$ cat src/rtl/rst_seq_ctl.sv
// rtl/rst_seq_ctl.sv - Lock-qualified staggered reset release with per-channel software reset holds
module rst_seq_ctl #(
  parameter int N_CH        = 4,
  parameter int SYNC_STAGES = 2,
  parameter int LOCK_CYCLES = 16,
  parameter int STEP_CYCLES = 8,
  parameter int HOLD_CYCLES = 4
) (
  input  logic            clk_i,
  input  logic            rst_n_i,
  input  logic            lock_i,
  input  logic [N_CH-1:0] sw_rst_i,
  output logic [N_CH-1:0] rst_n_o,
  output logic            done_o,
  output logic            lock_lost_o
);

  localparam int LW = (LOCK_CYCLES > 1) ? $clog2(LOCK_CYCLES) : 1;
  localparam int SW = (STEP_CYCLES > 1) ? $clog2(STEP_CYCLES) : 1;
  localparam int HW = (HOLD_CYCLES > 1) ? $clog2(HOLD_CYCLES) : 1;
  localparam int CW = (N_CH > 1) ? $clog2(N_CH) : 1;

  localparam logic [LW-1:0] LOCK_LAST = LW'(LOCK_CYCLES - 1);
  localparam logic [SW-1:0] STEP_LAST = SW'(STEP_CYCLES - 1);
  localparam logic [HW-1:0] HOLD_LAST = HW'(HOLD_CYCLES - 1);
  localparam logic [CW-1:0] CH_FIRST  = (N_CH > 1) ? CW'(1) : CW'(0);

  typedef enum logic [1:0] {
    WAIT_LOCK,
    RELEASE,
    RUN
  } state_t;

  state_t                 state_q, state_d;
  logic [SYNC_STAGES-1:0] sync_q;
  logic                   lock_s;
  logic [LW-1:0]          lock_cnt_q, lock_cnt_d;
  logic [SW-1:0]          step_cnt_q, step_cnt_d;
  logic [CW-1:0]          ch_q, ch_d;
  logic [HW-1:0]          hold_q [N_CH];
  logic [HW-1:0]          hold_d [N_CH];
  logic [N_CH-1:0]        rst_q, rst_d;
  logic                   done_q, done_d;
  logic                   lost_q, lost_d;

  assign lock_s      = sync_q[SYNC_STAGES-1];
  assign rst_n_o     = rst_q;
  assign done_o      = done_q;
  assign lock_lost_o = lost_q;

  always_ff @(posedge clk_i) begin
    if (!rst_n_i) begin
      state_q    <= WAIT_LOCK;
      sync_q     <= '0;
      lock_cnt_q <= '0;
      step_cnt_q <= '0;
      ch_q       <= '0;
      rst_q      <= '0;
      done_q     <= 1'b0;
      lost_q     <= 1'b0;
      for (int k = 0; k < N_CH; k++) hold_q[k] <= '0;
    end else begin
      state_q    <= state_d;
      sync_q     <= {sync_q[SYNC_STAGES-2:0], lock_i};
      lock_cnt_q <= lock_cnt_d;
      step_cnt_q <= step_cnt_d;
      ch_q       <= ch_d;
      rst_q      <= rst_d;
      done_q     <= done_d;
      lost_q     <= lost_d;
      for (int k = 0; k < N_CH; k++) hold_q[k] <= hold_d[k];
    end
  end

  always_comb begin
    state_d    = state_q;
    lock_cnt_d = lock_cnt_q;
    step_cnt_d = step_cnt_q;
    ch_d       = ch_q;
    rst_d      = rst_q;
    done_d     = done_q;
    lost_d     = lost_q;
    for (int k = 0; k < N_CH; k++) hold_d[k] = hold_q[k];

    unique case (state_q)
      WAIT_LOCK: begin
        rst_d  = '0;
        done_d = 1'b0;
        if (!lock_s) begin
          lock_cnt_d = '0;
        end else if (lock_cnt_q == LOCK_LAST) begin
          lock_cnt_d = '0;
          step_cnt_d = '0;
          rst_d[0]   = 1'b1;
          ch_d       = CH_FIRST;
          if (N_CH == 1) begin
            state_d = RUN;
            done_d  = 1'b1;
          end else begin
            state_d = RELEASE;
          end
        end else begin
          lock_cnt_d = lock_cnt_q + 1'b1;
        end
      end

      RELEASE: begin
        if (step_cnt_q == STEP_LAST) begin
          step_cnt_d = '0;
          for (int k = 0; k < N_CH; k++) begin
            if (k == int'(ch_q)) rst_d[k] = 1'b1;
          end
          if (int'(ch_q) == N_CH - 1) begin
            state_d = RUN;
            done_d  = 1'b1;
            ch_d    = '0;
          end else begin
            ch_d = ch_q + 1'b1;
          end
        end else begin
          step_cnt_d = step_cnt_q + 1'b1;
        end
      end

      RUN: begin
        // A low output in RUN always means that channel is in a software hold
        for (int k = 0; k < N_CH; k++) begin
          if (sw_rst_i[k]) begin
            rst_d[k]  = 1'b0;
            hold_d[k] = HOLD_LAST;
          end else if (!rst_q[k]) begin
            if (hold_q[k] == '0) rst_d[k] = 1'b1;
            else hold_d[k] = hold_q[k] - 1'b1;
          end
        end
        done_d = &rst_d;
      end

      default: state_d = WAIT_LOCK;
    endcase

    // Lock loss overrides everything decided above on the same edge
    if (state_q != WAIT_LOCK && !lock_s) begin
      state_d    = WAIT_LOCK;
      lock_cnt_d = '0;
      step_cnt_d = '0;
      ch_d       = '0;
      rst_d      = '0;
      done_d     = 1'b0;
      lost_d     = 1'b1;
      for (int k = 0; k < N_CH; k++) hold_d[k] = '0;
    end
  end

endmodule

$ cat config.mk
export PLATFORM = sky130hd
export DESIGN_NAME = rst_seq_ctl
export DESIGN_NICKNAME = d
export VERILOG_FILES = /design/src/rtl/rst_seq_ctl.sv
export SDC_FILE = /design/constraint.sdc
export NUM_CORES = 1
export LEC_CHECK = 0
export CAP_MARGIN = 25
export CORE_MARGIN = 3
export CORE_UTILIZATION = 61
export DETAILED_ROUTE_END_ITERATION = 7
export PLACE_DENSITY = 0.82
export SLEW_MARGIN = 5
export SYNTH_ARGS = -nofsm -noshare
export SYNTH_HDL_FRONTEND = slang
export SYNTH_SLANG_ARGS = --single-unit
export TNS_END_PERCENT = 20
$ cat constraint.sdc
create_clock -name clk_i -period 4 [get_ports clk_i]
set_input_delay 1.2 -clock clk_i [delete_from_list [all_inputs] [get_ports clk_i]]
set_output_delay 1.2 -clock clk_i [all_outputs]
set_load 0.02 [all_outputs]
==> flow_results.xml <==
<?xml version="1.0" encoding="UTF-8"?>
<metrics>
  <group name="worst_hold_path">
    <metric name="hold_path.class" unit="">reg -&gt; reg</metric>
    <metric name="min_delay_path_depth" unit="">1</metric>
    <metric name="worstHoldStart" unit="">sync_q[0]</metric>
    <metric name="worst_hold_path.endpoint" unit="">sync_q[1]</metric>
  </group>
  <group name="critical_path">
    <metric name="startpoint_class" unit="">flip-flop</metric>
    <metric name="timing_worst_setup_path_type" unit="">reg -&gt; out</metric>
    <metric name="timing.rr.end" unit="">done_o</metric>
    <metric name="data_arrival_time_of_the_critical_path" unit="ns">1.35</metric>
    <metric name="worst_r2r_startpoint" unit="">state_q[0]</metric>
    <metric name="r2r_cells" unit="">4</metric>
    <metric name="critPathRequiredTime" unit="ns">2.80</metric>
    <metric name="cpPeakStageDelay" unit="ns">0.62</metric>
    <metric name="timing.critical_path.slowest_stage_cell" unit="">clkdlybuf4s50_1</metric>
    <metric name="worst-path-buf-inv" unit="">1</metric>
    <metric name="max_fanout_on_critical_path" unit="">4</metric>
    <metric name="r2r_setup_slack" unit="ns">2.01</metric>
    <metric name="cp_cell_sequence" unit="">clkdlybuf4s50_1</metric>
    <metric name="cp-end-kind" unit="">primary output</metric>
    <metric name="worst_path_dominant_cell_family" unit="">buffers and inverters</metric>
  </group>
  <group name="yosys">
    <metric name="postSynth.asyncResetShare" unit="%">0</metric>
    <metric name="post_synth_most_frequent_cells" unit="">dfxtp_1 (27), nand2_1 (17), ha_1 (16), nor2_1 (16), inv_1 (15)</metric>
    <metric name="synth_ff_type" unit="">dfxtp_1</metric>
    <metric name="ys_seq_elements" unit="">27</metric>
    <metric name="synth-warning-count" unit="">0</metric>
    <metric name="netlist_area" unit="µm²">1550</metric>
    <metric name="most_frequent_cell_after_synthesis" unit="">dfxtp_1</metric>
    <metric name="number_of_flops_mapped_to_enable_cells_by_yosys" unit="">0</metric>
    <metric name="syn-instance-count" unit="">182</metric>
    <metric name="cell_type_with_the_largest_total_area_after_synthesis" unit="">dfxtp_1</metric>
    <metric name="post_synth_top_area_share" unit="%">34.9</metric>
    <metric name="ys_top_cells_by_area" unit="">dfxtp_1 (35%), ha_1 (13%), a21oi_1 (4.5%), nand2_1 (4.1%), nor2_1 (3.9%)</metric>
    <metric name="mappedNetlistNets" unit="">205</metric>
    <metric name="syn_avg_cell_area" unit="µm²">8.52</metric>
    <metric name="synth.distinct_cells" unit="">39</metric>
    <metric name="ys_seq_area_share" unit="%">34.9</metric>
  </group>
  <group name="clock_network">
    <metric name="worstSkewPairLatency" unit="ns">0.32</metric>
    <metric name="cts_repair_resize_count" unit="">0</metric>
    <metric name="cts_tree" unit="">built</metric>
    <metric name="clockBufferDepth" unit="">2</metric>
    <metric name="ctsHoldBuffers" unit="">0</metric>
    <metric name="cts_buffers" unit="">3</metric>
    <metric name="cts.sink_count" unit="">27</metric>
    <metric name="htree_num_levels" unit="">1</metric>
    <metric name="clock-root-buffer" unit="">clkbuf_4</metric>
    <metric name="cts_setup_buffers" unit="">0</metric>
    <metric name="clk_pin_slew_worst_paths" unit="ns">0.14</metric>
  </group>
  <group name="power_and_ir_drop">
    <metric name="share_comb_of_total_power" unit="%">4.1</metric>
    <metric name="power_switching" unit="µW">88.3</metric>
    <metric name="clock_power_share" unit="%">28.8</metric>
    <metric name="seq_power_share" unit="%">67.1</metric>
    <metric name="power_leakage" unit="µW">0.000640</metric>
    <metric name="power.density" unit="nW/µm²">240</metric>
    <metric name="vdd_ir_max" unit="mV">0.234</metric>
    <metric name="internal_power" unit="µW">316</metric>
    <metric name="sw_share" unit="%">21.8</metric>
  </group>
  <group name="sta">
    <metric name="setup_viol" unit="">0</metric>
    <metric name="finalCritPeriodShare" unit="%">63.7</metric>
    <metric name="achievable-frequency" unit="GHz">0.392</metric>
    <metric name="worstMarginPinSlew" unit="ns">0.856</metric>
    <metric name="clock_skews" unit="ns">0.00505</metric>
    <metric name="slew_violations" unit="">0</metric>
    <metric name="setup-tns-final" unit="ns">0</metric>
    <metric name="relSlewSlack" unit="%">42.9</metric>
    <metric name="fin_crit" unit="ns">2.55</metric>
    <metric name="rsz0062_at_grt" unit="">false</metric>
    <metric name="worst_hold_slack" unit="ns">0.465</metric>
    <metric name="final-hold-violation-count" unit="">0</metric>
  </group>
  <group name="place">
    <metric name="placed_area" unit="µm²">1660</metric>
    <metric name="place_inst" unit="">216</metric>
    <metric name="place_congestion" unit="">0.762</metric>
    <metric name="io_buffer_count" unit="">12</metric>
    <metric name="place.detailed.hpwl" unit="mm">2.16</metric>
  </group>
  <group name="cells_and_area">
    <metric name="fraction_of_final_layout_cells_with_drive_strength_greater_than_1" unit="%">5.21</metric>
    <metric name="antenna-diode-count" unit="">0</metric>
    <metric name="postLayoutCellArea" unit="µm²">1680</metric>
    <metric name="flow.area_growth_from_synthesis" unit="%">8.56</metric>
    <metric name="final_cells" unit="">220</metric>
    <metric name="final_net_count" unit="">216</metric>
  </group>
  <group name="global_route">
    <metric name="grt-ovfl-total" unit="">0</metric>
    <metric name="antenna_found_initial" unit="">0</metric>
    <metric name="grt_util_all_layers" unit="%">20.2</metric>
    <metric name="first_global_vias" unit="">1269</metric>
    <metric name="grt_first_pass_wirelength" unit="mm">5.26</metric>
    <metric name="maximum_number_of_pins_on_one_net_before_global_route_repair" unit="">26</metric>
  </group>
  <group name="floorplan">
    <metric name="die_height" unit="µm">56.4</metric>
    <metric name="die_area" unit="µm²">3180</metric>
    <metric name="num_io_pins" unit="">13</metric>
    <metric name="initial_utilization" unit="%">66.9</metric>
    <metric name="fp.coreArea" unit="µm²">2320</metric>
    <metric name="rows" unit="">17</metric>
    <metric name="die_x" unit="µm">56.4</metric>
  </group>
  <group name="detailed_routing">
    <metric name="via_count" unit="">1279</metric>
    <metric name="ant_nets" unit="">0</metric>
    <metric name="routed_wl" unit="mm">2.83</metric>
    <metric name="via_per_inst" unit="">5.81</metric>
    <metric name="detail_route.wl_per_cell" unit="µm">12.8</metric>
    <metric name="detail_route.iter0.violations" unit="">38</metric>
    <metric name="dr.pass1.iters" unit="">4</metric>
    <metric name="drcViolationCount" unit="">0</metric>
  </group>
  <group name="outcome">
    <metric name="outcome" unit="">complete, no violations</metric>
  </group>
  <group name="flow_run">
    <metric name="max-cap-violations" unit="">0</metric>
  </group>
</metrics>
[state kept, by name, summed over array words and instances (netlist names)]
| register | count |
|---|---|
| hold_q | 8 |
| ch_q | 2 |
| rst_n_o | 4 |
| sync_q | 2 |
| step_cnt_q | 3 |
| lock_lost_o | 1 |
| state_q | 2 |
| lock_cnt_q | 4 |
| done_o | 1 |
[final cells by class]
class	count	area (µm²)
Clock buffer	3	22.5
Clock inverter	1	5.00
Fill cell	177	636
Inverter	15	56.3
Multi-Input combinational cell	134	903
Sequential cell	27	541
Tap cell	28	35.0
Timing Repair Buffer	12	120
[layer usage]
layer  wire (µm)  share of wire (%)  up-vias  track usage [%]
met5           0                  0        -                0
met1        1340                 47      583             25.4
met4          38                1.3        0             7.12
met3         102                3.6        4             2.07
li1            -                  -      665                -
met2        1350                 48       27             35.6
[power groups by stage]
| stage | registers, µW | clock network (µW) | logic, µW |
|---|---|---|---|
| 5_1_grt | 272 | 131 | 18.7 |
| 3_5_place_dp | 277 | 0 | 16.8 |
| 2_1_floorplan | 277 | 0 | 8.69 |
| 4_1_cts | 272 | 123 | 16.7 |
| 3_3_place_gp | 277 | 0 | 16.1 |
| 6_report | 271 | 117 | 16.7 |
[how the worst max path moves through the flow]
| stage | start | to | slack (ns) | depth (start not counted) |
|---|---|---|---|---|
| global route | rst_n_o[3] | rst_n_o[3] | 1.40 | 1 |
| floorplan | sw_rst_i[0] | done_o | 2.07 | 4 |
| detailed placement | rst_n_i | done_o | 1.45 | 3 |
| finish | rst_n_o[3] | rst_n_o[3] | 1.45 | 1 |
| CTS | rst_n_o[3] | rst_n_o[3] | 1.43 | 1 |
| global placement | rst_n_i | done_o | 1.51 | 3 |
[per-stage QoR]
step	utilization [%]	worst slack, ns	power, µW
3_5_place_dp	71.4	1.45	294
5_1_grt	72.6	1.40	422
3_3_place_gp	71.4	1.51	293
6_report	72.6	1.45	405
4_1_cts	72.6	1.43	411
2_1_floorplan	-	2.07	286
[cell families after synthesis]
family,synth area share [%]
adders and majority gates,12.9
AOI/OAI and AO/OA,21.9
and+or+nand+nor,20.3
muxes,2.66
buffers and inverters,6.86
xor gates and xnor gates,0.565
DFF,34.9
[cells in the final DEF (no fill, tap or decap)]
cell              n
nand4_1           1
nor2_2            1
nand3_1           5
mux2_2            1
a211oi_1          4
clkinv_2          1
o311a_1           1
o21ai_0           8
nor4_1            1
o21a_1            2
xor2_1            1
nor3_1            5
a31oi_1           1
a221oi_2          1
or3_1             1
a21o_1            4
dfxtp_1          27
and2_4            1
o211ai_1          3
o21ai_2           1
inv_1            15
and2_1            2
clkdlybuf4s50_1  12
a21oi_1          14
nand4_4           1
o31ai_1           2
ha_1             16
a221oi_1          3
o22ai_1           3
nor2_1           16
mux2i_1           3
nor3b_1           3
nor2b_1           3
nand2b_1          5
nand2_1          17
o21bai_1          3
clkbuf_4          3
o41ai_1           1
Power figures use the tool's default switching activity.
